==> src/rtl/bpm_smoother.sv <==
// bpm_smoother
//   Takes instantaneous BPM readings from the BPM calculator handshake, drops
//   readings outside [BPM_MIN, BPM_MAX], keeps a 2**DEPTH_LOG2-entry moving
//   average and offers the smoothed value to the display/host over valid/ack.
//   Raises no_pulse after TIMEOUT_TICKS en ticks without an accepted reading.
//
// Ports
//   clk, rst      system clock, asynchronous active-high reset
//   en            sample-rate enable; all state holds while en=0
//   bpm_value     instantaneous BPM, stable while bpm_valid=1
//   bpm_valid     calculator request, held until bpm_copied
//   bpm_copied    capture acknowledge back to the calculator
//   avg_bpm       smoothed BPM
//   avg_valid     avg_bpm holds a result not yet acknowledged
//   avg_ack       consumer acknowledge, clears avg_valid and overrun
//   out_of_range  one-cycle pulse when a captured reading is rejected
//   no_pulse      timeout expired; cleared by the next accepted reading
//   overrun       sticky: avg_bpm overwritten while still unacknowledged
//   fill_cnt      number of valid entries in the window
//
// Input FSM
//   state   | meaning
//   S_IDLE  | waiting for bpm_valid; latches bpm_value on request
//   S_CHECK | first acknowledge cycle: range check and window update
//   S_HOLD  | acknowledge held until the calculator drops bpm_valid

module bpm_smoother #(
  parameter int DEPTH_LOG2    = 2,
  parameter int BPM_MIN       = 40,
  parameter int BPM_MAX       = 200,
  parameter int TIMEOUT_TICKS = 100
) (
  input  logic                  clk,
  input  logic                  rst,
  input  logic                  en,
  input  logic [7:0]            bpm_value,
  input  logic                  bpm_valid,
  output logic                  bpm_copied,
  output logic [7:0]            avg_bpm,
  output logic                  avg_valid,
  input  logic                  avg_ack,
  output logic                  out_of_range,
  output logic                  no_pulse,
  output logic                  overrun,
  output logic [DEPTH_LOG2:0]   fill_cnt
);

  localparam int DEPTH = 1 << DEPTH_LOG2;
  localparam int SUM_W = 8 + DEPTH_LOG2;
  localparam int TMR_W = $clog2(TIMEOUT_TICKS + 1);

  localparam logic [DEPTH_LOG2:0] FILL_FULL = (DEPTH_LOG2 + 1)'(DEPTH);
  localparam logic [TMR_W-1:0]    TMR_LOAD  = TMR_W'(TIMEOUT_TICKS);
  localparam logic [7:0]          MIN_BPM   = 8'(BPM_MIN);
  localparam logic [7:0]          MAX_BPM   = 8'(BPM_MAX);

  typedef enum logic [1:0] {
    S_IDLE  = 2'd0,
    S_CHECK = 2'd1,
    S_HOLD  = 2'd2
  } state_t;

  state_t                  state_q, state_d;
  logic                    capture;
  logic                    accept;
  logic                    in_range;

  logic [7:0]              sample_q;
  logic [7:0]              win_q [DEPTH];
  logic [DEPTH_LOG2-1:0]   wr_ptr;
  logic [SUM_W-1:0]        sum_q;
  logic [SUM_W-1:0]        sum_upd;
  logic [7:0]              old_entry;
  logic [DEPTH_LOG2:0]     fill_upd;
  logic                    avg_pend;
  // Down-counter of en ticks left before the pulse is declared lost;
  // reaching zero is the terminal count and it then holds there.
  logic [TMR_W-1:0]        tmr_q;

  assign in_range = (sample_q >= MIN_BPM) && (sample_q <= MAX_BPM);

  // ---------------------------------------------------------------------------
  // Input FSM
  // ---------------------------------------------------------------------------
  always_ff @(posedge clk or posedge rst) begin
    if (rst) begin
      state_q <= S_IDLE;
    end else begin
      state_q <= state_d;
    end
  end

  always_comb begin
    state_d      = state_q;
    capture      = 1'b0;
    accept       = 1'b0;
    bpm_copied   = 1'b0;
    out_of_range = 1'b0;
    case (state_q)
      S_IDLE: begin
        if (en && bpm_valid) begin
          capture = 1'b1;
          state_d = S_CHECK;
        end
      end
      S_CHECK: begin
        bpm_copied = 1'b1;
        if (en) begin
          accept       = in_range;
          out_of_range = ~in_range;
          state_d      = bpm_valid ? S_HOLD : S_IDLE;
        end
      end
      S_HOLD: begin
        bpm_copied = 1'b1;
        if (en && !bpm_valid) begin
          state_d = S_IDLE;
        end
      end
      default: state_d = S_IDLE;
    endcase
  end

  // ---------------------------------------------------------------------------
  // Window, running sum, average output and timeout
  // ---------------------------------------------------------------------------
  // Until the window is full the slot being written holds nothing that
  // belongs to the sum, so it contributes zero.
  assign old_entry = (fill_cnt == FILL_FULL) ? win_q[wr_ptr] : 8'd0;
  assign sum_upd   = sum_q + SUM_W'(sample_q) - SUM_W'(old_entry);
  assign fill_upd  = (fill_cnt == FILL_FULL) ? fill_cnt
                                             : fill_cnt + (DEPTH_LOG2 + 1)'(1);

  always_ff @(posedge clk or posedge rst) begin
    if (rst) begin
      sample_q  <= 8'd0;
      for (int i = 0; i < DEPTH; i++) begin
        win_q[i] <= 8'd0;
      end
      wr_ptr    <= '0;
      sum_q     <= '0;
      fill_cnt  <= '0;
      avg_pend  <= 1'b0;
      avg_bpm   <= 8'd0;
      avg_valid <= 1'b0;
      overrun   <= 1'b0;
      no_pulse  <= 1'b0;
      tmr_q     <= TMR_LOAD;
    end else if (en) begin
      if (capture) begin
        sample_q <= bpm_value;
      end

      // Average loads one cycle after the window update so it is taken from
      // the registered sum. An ack in the loading cycle consumes the old
      // value, so the new one is not counted as an overwrite.
      if (avg_pend) begin
        avg_bpm   <= sum_q[SUM_W-1:DEPTH_LOG2];
        avg_valid <= 1'b1;
        if (avg_valid && avg_ack) begin
          overrun <= 1'b0;
        end else if (avg_valid) begin
          overrun <= 1'b1;
        end
      end else if (avg_valid && avg_ack) begin
        avg_valid <= 1'b0;
        overrun   <= 1'b0;
      end

      avg_pend <= 1'b0;

      // An accepted reading takes priority over the timeout expiring in the
      // same cycle.
      if (accept) begin
        win_q[wr_ptr] <= sample_q;
        wr_ptr        <= wr_ptr + 1'b1;
        sum_q         <= sum_upd;
        fill_cnt      <= fill_upd;
        avg_pend      <= (fill_upd == FILL_FULL);
        tmr_q         <= TMR_LOAD;
        no_pulse      <= 1'b0;
      end else if (tmr_q != '0) begin
        tmr_q <= tmr_q - TMR_W'(1);
        if (tmr_q == TMR_W'(1)) begin
          no_pulse  <= 1'b1;
          fill_cnt  <= '0;
          sum_q     <= '0;
          wr_ptr    <= '0;
          avg_valid <= 1'b0;
          avg_pend  <= 1'b0;
        end
      end
    end
  end

endmodule

==> config.mk <==
export PLATFORM = sky130hd
export DESIGN_NAME = bpm_smoother
export DESIGN_NICKNAME = d
export VERILOG_FILES = /design/src/rtl/bpm_smoother.sv
export SDC_FILE = /design/constraint.sdc
export NUM_CORES = 1
export LEC_CHECK = 0
export CAP_MARGIN = 20
export CELL_PAD_IN_SITES_DETAIL_PLACEMENT = 0
export CELL_PAD_IN_SITES_GLOBAL_PLACEMENT = 1
export CORE_ASPECT_RATIO = 1.1
export CORE_MARGIN = 8
export CORE_UTILIZATION = 28
export CTS_CLUSTER_DIAMETER = 50
export DETAILED_ROUTE_END_ITERATION = 10
export PLACE_DENSITY_LB_ADDON = 0.1
export SLEW_MARGIN = 25
export SYNTH_ARGS = -nofsm -noshare
export SYNTH_HDL_FRONTEND = slang
export SYNTH_SLANG_ARGS = --single-unit
==> constraint.sdc <==
create_clock -name clk -period 3.7 [get_ports clk]
set_clock_uncertainty 0.2 [all_clocks]
set_input_delay 0.74 -clock clk [delete_from_list [all_inputs] [get_ports clk]]
set_output_delay 0.74 -clock clk [all_outputs]
set_load 0.03 [all_outputs]
==> out/results.txt, run 1 <==
status - finished, final reports clean
Finish-stage setup viols - 0
RSZ-0062 raised after global routing - false
initial antenna violation count - 0
Hold Violations, Final - 0
Most used DFF post-synth - dfrtp_1
hold path depth - 2
Root Driver - clkbuf_16
Leakage - 2.23 nW
# Max-Cap Violations - 0
Critical Path Fanout Max - 12
Hold Crit Class - reg -> reg
core area - 14400 µm²
CTS H-tree lvls - 3
async set-reset flop share out of synthesis - 100%
pin count of the biggest net entering global routing - 33
CTS tree - yes
Peak VDD IR - 0.348 mV
setup_tns - 0 ns
Post-DP HPWL - 6800 µm
hold wc startpoint - tmr_q[6]$_DFFE_PP1P_
CTS Sinks - 76
Routed WL - 8950 µm
Die Width - 131 µm
vias in the first global route - 2987
CTS buffer count - 9
number of synthesized register bits - 76
commonest cells after routing, fill and taps aside - dfrtp_1 (72), nand2_1 (56), inv_1 (44), o21ai_0 (44), clkdlybuf4s50_1 (28)
diode count - 0
Cell variety after synth - 42
initial DRC count - 123
die height - 143 µm
Max Freq - 291 MHz
final core occ - 34.6%
period utilization - 92.8%
I/O Pins - 29
DR vias - 2828
Clock Latency Late Sink - 0.34 ns
num rows - 46
max-slew violation count - 0
register area share after synthesis - 46.5%
DR WL/cell - 14.0 µm
# hold bufs at CTS - 0
Post-synth EDFFs - 0
Overflow after GRT - 0
Worst Max-Slew Pin Slew - 0.710 ns
area of the mapped netlist - 4100 µm²
Initial DRT Pass Iterations - 4
Arr. time, crit path - 3.46 ns
Final nets - 483
worst r2r src - wr_ptr[1]$_DFFE_PP0P_
Worst Hold Endpoint - tmr_q[6]$_DFFE_PP1P_
Worst Path Required - 3.73 ns
Routed Antenna Nets - 0
syn nets - 444
Gate Count Post-Synth - 402
first-pass GRT wire length - 15800 µm
DRC - 0
crit path capture type - register
clock buffer depth - 2
clock-pin slew on the worst setup and hold paths - 0.06 ns
Avg Cell Area, Syn - 10.2 µm²
share of cells above drive strength 1 - 14.8%
Rel. slew slack - 52.6%
P per Cell Area - 990 nW/µm²
reg2reg end - sum_q[9]$_DFFE_PP0P_
vias per std cell - 4.43
GPL Wtd Cong - 0.698
die footprint - 18800 µm²
worst-case reg-to-reg path depth - 11
GR Util All Layers - 10.8%
Synth Warn # - 0
Starting Density - 28.5%
min Tclk post-route - 3.43 ns
Layout area overhead - 21.4%
Port Buf Inserts - 28
R2R setup slack - 0.27 ns
critical path launch point type - register
Crit Path Category - reg -> reg
leading cell type in the layout, fill and taps excluded - dfrtp_1
==> layer usage <==
layer	routed length, µm	vias up	global-route usage, %
met2	3970	34	16.3
met5	0	-	0
met1	4510	1346	13.9
met4	201	0	5.81
li1	-	1437	-
met3	262	11	2.57
==> flip-flops by register name (all words and copies together), names as in the netlist <==
signal and count:
no_pulse 1, wr_ptr 2, fill_cnt 3, sum_q 10
win_q 32, avg_valid 1, overrun 1, sample_q 8
state_q 2, avg_bpm 8, tmr_q 7, avg_pend 1
==> Yosys cell counts (2+ instances only) <==
master / count / share of area (%)
ha_1: 21 / 6.4
o21ai_0: 44 / 5.4
inv_1: 45 / 4.1
mux2_2: 13 / 3.6
clkbuf_1: 3 / 0.27
nor3_1: 4 / 0.49
nand4b_1: 3 / 0.64
a211oi_1: 2 / 0.37
nor2b_1: 10 / 1.5
buf_6: 6 / 1.6
fa_1: 8 / 3.9
o211ai_1: 2 / 0.37
mux4_2: 8 / 4.4
o22ai_1: 2 / 0.31
o21ai_1: 6 / 0.73
xnor2_1: 7 / 1.5
nand2_2: 5 / 0.76
or3_1: 3 / 0.46
xor2_1: 4 / 0.86
nand3_1: 15 / 1.8
nor4b_1: 2 / 0.43
a21oi_1: 16 / 2.0
nand2_1: 57 / 5.2
buf_2: 4 / 0.49
nor2_1: 16 / 1.5
a21o_1: 2 / 0.37
and3_1: 4 / 0.61
dfrtp_1: 73 / 45
a31oi_1: 2 / 0.31
dfstp_2: 3 / 1.9
==> power by group <==
part,total (W),switching (W),internal (W)
Clock,0.000992,0.000364,0.000629
Combinational,0.00247,0.00135,0.00113
Sequential,0.00146,0.000265,0.00120
Total,0.00493,0.00197,0.00295
==> per-stage QoR <==
step                instance area, µm²  instances  power (W)  setup WS [ns]  hold WS [ns]
finish                            4970        638    0.00493          0.265         0.276
global route                      4970        638    0.00543       0.000550         0.299
CTS                               4940        635    0.00500         0.0290         0.280
detailed placement                4610        619    0.00397         0.0525         0.270
global placement                  4610        619    0.00395         0.0906         0.258
floorplan                         4100        402    0.00328          0.223         0.243
==> worst max-delay path, stage by stage, from the launching register on <==
cell	delay, ns
dfrtp_1	0.65
mux4_2	0.37
nor2b_1	0.15
fa_1	0.48
inv_1	0.04
ha_1	0.34
a21o_1	0.20
a21oi_1	0.26
and3_1	0.23
nor3_2	0.06
and3_1	0.18
o22a_1	0.16
==> logic make-up after synthesis <==
logic type      after synthesis  share of synthesized area [%]
compound gates               85                           11.9
xor+xnor                     11                           2.35
fa+ha+maj                    29                           10.3
buf+inv                      58                           6.54
flops                        76                           46.5
mux                          22                           8.22
simple gates                121                           14.2
==> worst max-delay path by stage <==
stage	startpoint	cells past startpoint	to	slack [ns]
2_1_floorplan	wr_ptr[0]$_DFFE_PP0P_	12	sum_q[6]$_DFFE_PP0P_	0.22
3_3_place_gp	wr_ptr[0]$_DFFE_PP0P_	11	sum_q[9]$_DFFE_PP0P_	0.09
3_5_place_dp	wr_ptr[0]$_DFFE_PP0P_	11	sum_q[9]$_DFFE_PP0P_	0.05
4_1_cts	wr_ptr[0]$_DFFE_PP0P_	11	sum_q[9]$_DFFE_PP0P_	0.03
5_1_grt	wr_ptr[1]$_DFFE_PP0P_	11	sum_q[6]$_DFFE_PP0P_	0.0005
6_report	wr_ptr[1]$_DFFE_PP0P_	11	sum_q[9]$_DFFE_PP0P_	0.27
==> layout make-up <==
type / instances / area, µm²
clock buffers: 11 / 253
clock inverters: 5 / 83.8
fillers: 1506 / 9420
inverters: 45 / 169
multi-input cells: 268 / 1930
flip-flops and latches: 76 / 1910
well taps: 192 / 240
repair buffers: 41 / 390
==> what timing repair did <==
action	in CTS	in global routing
gates resized for setup	0	3
setup buffers	0	3
endpoints found under the setup margin	0	4
(Power assumes the default switching activity.)
==> run 2: changes to the inputs <==
- CORE_UTILIZATION: 28 -> 42
==> run 2 against run 1 <==
Net effect: setup slack lost 0.038 ns; critical path type unchanged; routed wire length shrank 8.3%; worst hold slack improved by 0.0070 ns; first-iteration DRC count shrank 27%; highest routed layer unchanged; global-route usage rose by 3.1 points.
==> out/results.txt, run 2 (same netlist as run 1, synthesis figures left out) <==
status - finished, final reports clean
vias per std cell - 4.96
critical path launch point type - register
Routed Antenna Nets - 0
vias in the first global route - 2888
hold wc startpoint - win_q[4]$_DFFE_PP0P_
commonest cells after routing, fill and taps aside - dfrtp_1 (72), nand2_1 (56), inv_1 (44), o21ai_0 (44), clkdlybuf4s50_1 (28)
# Max-Cap Violations - 0
DP Area - 4490 µm²
Crit Path Category - reg -> reg
R2R setup slack - 0.23 ns
clock-pin slew on the worst setup and hold paths - 0.08 ns
Largest regs - win_q (32), sum_q (10)
die height - 120 µm
Hold Violations, Final - 0
Rel. slew slack - 50.4%
initial antenna violation count - 0
Routed WL - 8210 µm
clock buffer depth - 2
DRC - 0
Die Width - 110 µm
Post-Layout Inst Area - 4750 µm²
GPL Wtd Cong - 0.779
Worst Path Required - 3.74 ns
share of cells above drive strength 1 - 14.4%
Hold Crit Class - reg -> reg
CTS tree - yes
hold path depth - 2
Worst Max-Slew Pin Slew - 0.744 ns
num rows - 38
final hold slack - 0.283 ns
leading cell type in the layout, fill and taps excluded - dfrtp_1
max-slew violation count - 0
Pwr Total - 0.00462 W
Max Freq - 288 MHz
# hold bufs at CTS - 0
RSZ-0062 raised after global routing - false
Worst Hold Endpoint - win_q[4]$_DFFE_PP0P_
worst r2r src - wr_ptr[0]$_DFFE_PP0P_
crit path capture type - register
first-pass GRT wire length - 14400 µm
initial DRC count - 90
P per Cell Area - 972 nW/µm²
Finish-stage setup viols - 0
CTS Sinks - 76
reg2reg end - sum_q[9]$_DFFE_PP0P_
I/O Pins - 29
core area - 9700 µm²
CTS H-tree lvls - 3
GR Util All Layers - 13.9%
CP startpoint - wr_ptr[0]$_DFFE_PP0P_
Starting Density - 42.2%
DR vias - 2795
Clock Latency Late Sink - 0.35 ns
worst-case reg-to-reg path depth - 12
die footprint - 13200 µm²
Post-DP HPWL - 6150 µm
Layout area overhead - 16.0%
Critical Path Fanout Max - 7
Biggest register - win_q
Largest register FFs - 32
Peak VDD IR - 0.356 mV
Root Driver - clkbuf_8
Arr. time, crit path - 3.52 ns
DR WL/cell - 14.6 µm
Overflow after GRT - 0
Final nets - 480
Leakage - 2.16 nW
min Tclk post-route - 3.47 ns
Port Buf Inserts - 28
setup_tns - 0 ns
Initial DRT Pass Iterations - 7
period utilization - 93.8%
CTS buffer count - 9
diode count - 0
pin count of the biggest net entering global routing - 46
## run 2: area by class of cell
class / count / area, µm²
repair buffers: 38 / 368
inverters: 45 / 169
multi-input cells: 268 / 1930
clock inverters: 7 / 100
fillers: 986 / 4950
clock buffers: 9 / 124
flip-flops and latches: 76 / 1910
well taps: 120 / 150
## run 2: worst max path at each step
stage                                end  slack, ns  depth (start not counted)
floorplan           sum_q[6]$_DFFE_PP0P_       0.22                         12
global placement    sum_q[9]$_DFFE_PP0P_       0.08                         11
detailed placement  sum_q[6]$_DFFE_PP0P_       0.05                         11
CTS                 sum_q[6]$_DFFE_PP0P_       0.01                         11
global route        sum_q[6]$_DFFE_PP0P_       0.05                         11
finish              sum_q[9]$_DFFE_PP0P_       0.23                         12
## run 2: per-layer routing
| layer | routed length (µm) | up-vias | GRT usage [%] |
|---|---|---|---|
| met5 | 0 | - | 0 |
| met2 | 3800 | 33 | 21.2 |
| met4 | 106 | 0 | 5.00 |
| met1 | 4040 | 1325 | 18.6 |
| met3 | 260 | 6 | 3.38 |
| li1 | - | 1431 | - |
## run 2: worst max-delay path, stage by stage, from the launching register on
cell and delay [ns]:
dfrtp_2 0.46, buf_4 0.14, mux4_2 0.47, nor2b_1 0.15
fa_1 0.48, inv_1 0.04, ha_1 0.35, a21o_1 0.21
a21oi_2 0.23, a211oi_1 0.11, nor3_1 0.20, a21oi_1 0.10
o22a_1 0.22
## run 2: what timing repair did
| item | in CTS | in global routing |
|---|---|---|
| endpoints found under the setup margin | 0 | 4 |
| hold endpoints to repair | 0 | 0 |
| gates resized for setup | 0 | 4 |
| buffers inserted | 0 | 3 |
## run 2: power breakdown
| group | switching, W | internal (W) |
|---|---|---|
| combinational | 0.00135 | 0.00110 |
| clock | 0.000335 | 0.000383 |
| sequential | 0.000260 | 0.00119 |
| total | 0.00194 | 0.00268 |
## run 2: through the flow
stage          setup WS, ns  utilization, %  instances
6_report              0.228            49.0        563
5_1_grt              0.0533            49.0        563
4_1_cts              0.0139            48.6        560
3_5_place_dp         0.0493            46.3        544
3_3_place_gp         0.0805            46.3        544
2_1_floorplan         0.223               -        402
==> run 3: changes to the inputs <==
- HOLD_SLACK_MARGIN: unset -> 0.08
==> results of run 3 <==
Final layout, timing and power as in run 2 (identical DEF).
==> variant 1 (config.mk and constraints of run 2) <==
Set the parameter `DEPTH_LOG2` to 3 (it was 2). Comments in the files are not updated.
--- a/src/rtl/bpm_smoother.sv
+++ b/src/rtl/bpm_smoother.sv
@@ -25,7 +25,7 @@
 //   S_HOLD  | acknowledge held until the calculator drops bpm_valid
 
 module bpm_smoother #(
-  parameter int DEPTH_LOG2    = 2,
+  parameter int DEPTH_LOG2    = 3,
   parameter int BPM_MIN       = 40,
   parameter int BPM_MAX       = 200,
   parameter int TIMEOUT_TICKS = 100
Ports: changed (resized fill_cnt); port bits go from 29 to 30. No check against the original RTL was run, so the function may have changed too.
==> variant 1 against run 2 <==
Utilization is 1.4 points higher. Design area is 46% higher. Total power is 30% higher. Synthesized cell count is 27% higher. Routed wire length is 64% higher. Setup slack worse by 0.084 ns. Sequential cell count is 35 higher. Critical path depth is 2 higher. Synthesized area is 44% higher. Count of clock-buffer cells in the layout is 5 higher. Sequential power is 35% higher. Combinational power is 27% higher. Largest power group unchanged.
==> variant 1: results (changes against run 2) <==
syn_nets=552 (+24%); slowest CP cell=mux4_2; mux cell area share after synthesis=0.169 (+0.0870); peak supply drop=0.000381 V (+7.0%); status=completed; share of cells above drive strength 1=0.257 (+0.113); post-synthesis xor/xnor area fraction=0.0193 (-0.00422); Post-Syn Instances=512 (+27%); initial DRC count=168 (+87%); fin nets=595 (+24%); met2 Track Usage GR=0.260 (+0.0478); Post-synth top cells=dfrtp_1, nand2_1, inv_1; RePlAce Congestion=0.794 (+1.9%); Worst Reg-to-Reg Cells=14 (+2); largest cells by area after synthesis=dfrtp_1, mux2_2, mux4_2; Vias=3891 (+39%); distinct cell type count after synthesis=62 (+48%); first-pass GRT wire length=22200 um (+54%); sequential share of the synthesized area=0.471 (+0.00619); per-cell routed wire length=18.0 um (+24%); Vias per Instance=5.20 (+4.8%); total track usage=0.160 (+0.0212); Fillers=1284 (+30%); met3 wire len=353 um (+36%); pin count of the biggest net entering global routing=108 (+130%); critical path data arrival time=3.65 ns (+0.13 ns); Synth Area in Adders=0.0674 (-0.0358); met3 Usage GRT=0.0205 (-0.0133); DRT met1 WL=6200 um (+54%); CTS Root Cell=clkbuf_16; met1 usage=0.207 (+0.0214); met2 WL post-DR=6610 um (+74%); # port buffers=29 (+3.6%); DRT Pass-1 Iters=4 (-3); compound-cell area share of the yosys netlist=0.0992 (-0.0193); Placed Cells incl. Taps=726 (+33%); Top Registers=win_q (64), sum_q (11)
-- variant 1: final cells by class --
type	instances	share of cell area
inverter	42	0.0232
multi-input combinational	334	0.416
clock buffer	14	0.0394
clock inverter	2	0.00198
tap	188	0.0339
timing repair buffer	57	0.0846
sequential	111	0.401
-- variant 1: repair_timing --
action | in CTS | in global routing
cloned | 1 | 1
gates resized for setup | 2 | 18
pin swaps | 0 | 2
setup buffers | 1 | 3
setup endpoints to repair | 1 | 5
-- variant 1: worst paths after layout --
path | from | endpoint | slack (ns)
max | wr_ptr[0] | sum_q[9] | 0.14
min | win_q[30] | win_q[30] | 0.27
max reg2reg | wr_ptr[0] | sum_q[9] | 0.14
min reg2reg | win_q[30] | win_q[30] | 0.27
max in group asynchronous | rst | wr_ptr[0] | 2.06
min in group asynchronous | rst | sample_q[2] | 0.43
-- variant 1: logic make-up (layout without fill, tap and decap cells) --
family                     count (synthesis)  in the layout
AOI/OAI and AO/OA                         94             94
xor gates and xnor gates                  13             13
adders and majority gates                 27             27
buffers and inverters                     67            115
DFF                                      111            111
muxes                                     70             70
and+or+nand+nor                          130            130
-- variant 1: through the flow --
stage | utilization | area, um2 | TNS, ns | setup slack [ns]
2_1_floorplan | - | 5910 | 0 | 0.0101
3_3_place_gp | 0.469 | 6460 | 0 | 0.0823
3_5_place_dp | 0.469 | 6460 | 0 | 0.0123
4_1_cts | 0.493 | 6800 | 0 | 0.0226
5_1_grt | 0.504 | 6950 | -0.0756 | -0.0756
6_report | 0.504 | 6950 | 0 | 0.143
-- variant 1: report_power, final --
group / internal, mW / switching (mW) / leakage, nW / total (mW)
Clock: 0.514 / 0.436 / 0.143 / 0.949
Sequential: 1.61 / 0.344 / 1.46 / 1.96
Combinational: 1.54 / 1.57 / 1.57 / 3.11
Total: 3.67 / 2.35 / 3.17 / 6.02
==> variant 2 (config.mk and constraints of run 2) <==
Without the edit above. Put one more register stage on the output `fill_cnt`, without a reset. The value now appears one clock later. The other outputs are not delayed to match.
--- a/src/rtl/bpm_smoother.sv
+++ b/src/rtl/bpm_smoother.sv
@@ -60,6 +60,8 @@
     S_HOLD  = 2'd2
   } state_t;
 
+  logic [DEPTH_LOG2:0] fill_cnt_s0;
+
   state_t                  state_q, state_d;
   logic                    capture;
   logic                    accept;
@@ -126,10 +128,10 @@
   // ---------------------------------------------------------------------------
   // Until the window is full the slot being written holds nothing that
   // belongs to the sum, so it contributes zero.
-  assign old_entry = (fill_cnt == FILL_FULL) ? win_q[wr_ptr] : 8'd0;
+  assign old_entry = (fill_cnt_s0 == FILL_FULL) ? win_q[wr_ptr] : 8'd0;
   assign sum_upd   = sum_q + SUM_W'(sample_q) - SUM_W'(old_entry);
-  assign fill_upd  = (fill_cnt == FILL_FULL) ? fill_cnt
-                                             : fill_cnt + (DEPTH_LOG2 + 1)'(1);
+  assign fill_upd  = (fill_cnt_s0 == FILL_FULL) ? fill_cnt_s0
+                                             : fill_cnt_s0 + (DEPTH_LOG2 + 1)'(1);
 
   always_ff @(posedge clk or posedge rst) begin
     if (rst) begin
@@ -139,7 +141,7 @@
       end
       wr_ptr    <= '0;
       sum_q     <= '0;
-      fill_cnt  <= '0;
+      fill_cnt_s0 <= '0;
       avg_pend  <= 1'b0;
       avg_bpm   <= 8'd0;
       avg_valid <= 1'b0;
@@ -175,7 +177,7 @@
         win_q[wr_ptr] <= sample_q;
         wr_ptr        <= wr_ptr + 1'b1;
         sum_q         <= sum_upd;
-        fill_cnt      <= fill_upd;
+        fill_cnt_s0   <= fill_upd;
         avg_pend      <= (fill_upd == FILL_FULL);
         tmr_q         <= TMR_LOAD;
         no_pulse      <= 1'b0;
@@ -183,7 +185,7 @@
         tmr_q <= tmr_q - TMR_W'(1);
         if (tmr_q == TMR_W'(1)) begin
           no_pulse  <= 1'b1;
-          fill_cnt  <= '0;
+          fill_cnt_s0 <= '0;
           sum_q     <= '0;
           wr_ptr    <= '0;
           avg_valid <= 1'b0;
@@ -193,5 +195,9 @@
     end
   end
 
+  always_ff @(posedge clk) begin
+    fill_cnt <= fill_cnt_s0;
+  end
+
 endmodule
 
Behaviour: not the same (a bounded check fails within 4 cycles, from zero or initial values and one cycle with rst high).
==> variant 2 against run 2 <==
Count of clock-buffer cells in the layout rose by 6. Global-route usage rose by 0.32 points. Sequential cell count rose by 3. Setup slack improved by 0.017 ns. Hold slack got worse by 0.031 ns. Sequential power rose by 5%. Clock power fell by 9.6%. Critical path depth did not move. Total power rose by 2.1%. Design area rose by 0.16%. Routed wire length rose by 2.6%. Synthesized area rose by 0.37%.
==> variant 2: results (changes against run 2) <==
Fillers=937 (-5.0%); CP delay by family, top=adder cells; pin count of the biggest net entering global routing=77 (+67%); distinct cell type count after synthesis=49 (+17%); peak supply drop=0.000338 V (-5.1%); sequential share of the synthesized area=0.478 (+0.0129); largest cells by area after synthesis=dfrtp_1, ha_1, nand2_1; fin nets=470 (-2.1%); total track usage=0.142 (+0.00323); ys async rst share=0.962 (-0.0380); RePlAce Congestion=0.840 (+7.8%); DRT Pass-1 Iters=4 (-3); vias in the first global route=2881 (-0.24%); critical path data arrival time=3.49 ns (-0.03 ns); Tightest Pin Transition=0.641 ns (-0.102 ns); per-cell routed wire length=15.2 um (+4.4%); DP HPWL=6160 um (+0.19%); slowest CP cell=mux4_2; syn_nets=436 (-1.8%); first-pass GRT wire length=14700 um (+2.0%); Vias=2847 (+1.9%); share of cells above drive strength 1=0.125 (-0.0198); initial DRC count=78 (-13%); fmax=0.289 GHz (+0.49%); worst slack, placed=0.206 ns (+0.156 ns); Post-synth top cells=dfrtp_1, nand2_1, inv_1; Pleak=2.21 nW (+1.9%); status=completed
variant 2: changes by cell type after synthesis, moves of 3 or more:
cell            run 2  this run
dfxtp_1             0         3
buf_6               6         3
nand2_2             5         0
nand3_1            15         2
a22o_1              1         5
o21ai_1             6        14
o21ai_0            44        38
nor2_1             16        13
variant 2: worst min path at each step:
stage	startpoint	slack, ns	depth (start not counted)	to
after CTS	fill_cnt_s0[1]	0.25	0	fill_cnt[1]
after global routing	fill_cnt_s0[1]	0.26	0	fill_cnt[1]
final	fill_cnt_s0[1]	0.25	0	fill_cnt[1]
after detailed placement	fill_cnt_s0[1]	0.23	0	fill_cnt[1]
after global placement	fill_cnt_s0[1]	0.22	0	fill_cnt[1]
after floorplan	fill_cnt_s0[1]	0.19	0	fill_cnt[1]
variant 2: worst reg2reg max path, delay by kind of cell (launching register included):
family	cells	cell delay [ns]
flops	1	0.40
fa+ha+maj	2	0.78
compound gates	4	0.62
buf+inv	2	0.22
mux	2	0.59
simple gates	2	0.53
variant 2: cells by family after synthesis:
| kind of cell | count (synthesis) | synth area share |
|---|---|---|
| mux | 23 | 0.0861 |
| xor+xnor | 9 | 0.0192 |
| buf+inv | 58 | 0.0606 |
| simple gates | 100 | 0.117 |
| fa+ha+maj | 29 | 0.103 |
| flops | 79 | 0.478 |
| compound gates | 96 | 0.137 |
variant 2: area by class of cell:
class                      count  share of cell area
sequential                    79               0.413
tap                          120              0.0316
clock inverter                 1             0.00631
timing repair buffer          36              0.0768
multi-input combinational    257               0.402
inverter                      45              0.0355
clock buffer                  15              0.0350
variant 2: stage by stage:
stage          area [um2]  power (mW)   util  std cells  hold slack [ns]
2_1_floorplan        4110        3.34      -        394            0.192
3_3_place_gp         4550        4.03  0.469        537            0.224
3_5_place_dp         4550        4.07  0.469        537            0.232
4_1_cts              4740        4.74  0.489        553            0.249
5_1_grt              4760        5.19  0.491        553            0.264
6_report             4760        4.72  0.491        553            0.252
variant 2: metal layers:
metal,track usage,vias up,share of wire
met5,0,-,0
met4,0.0601,0,0.016
met3,0.0300,9,0.035
met2,0.210,40,0.47
met1,0.196,1393,0.48
li1,-,1405,-
variant 2: power breakdown:
| part | leakage, nW | internal (mW) | switching (mW) |
|---|---|---|---|
| registers | 0.999 | 1.23 | 0.281 |
| clock network | 0.0979 | 0.351 | 0.298 |
| logic | 1.11 | 1.20 | 1.35 |
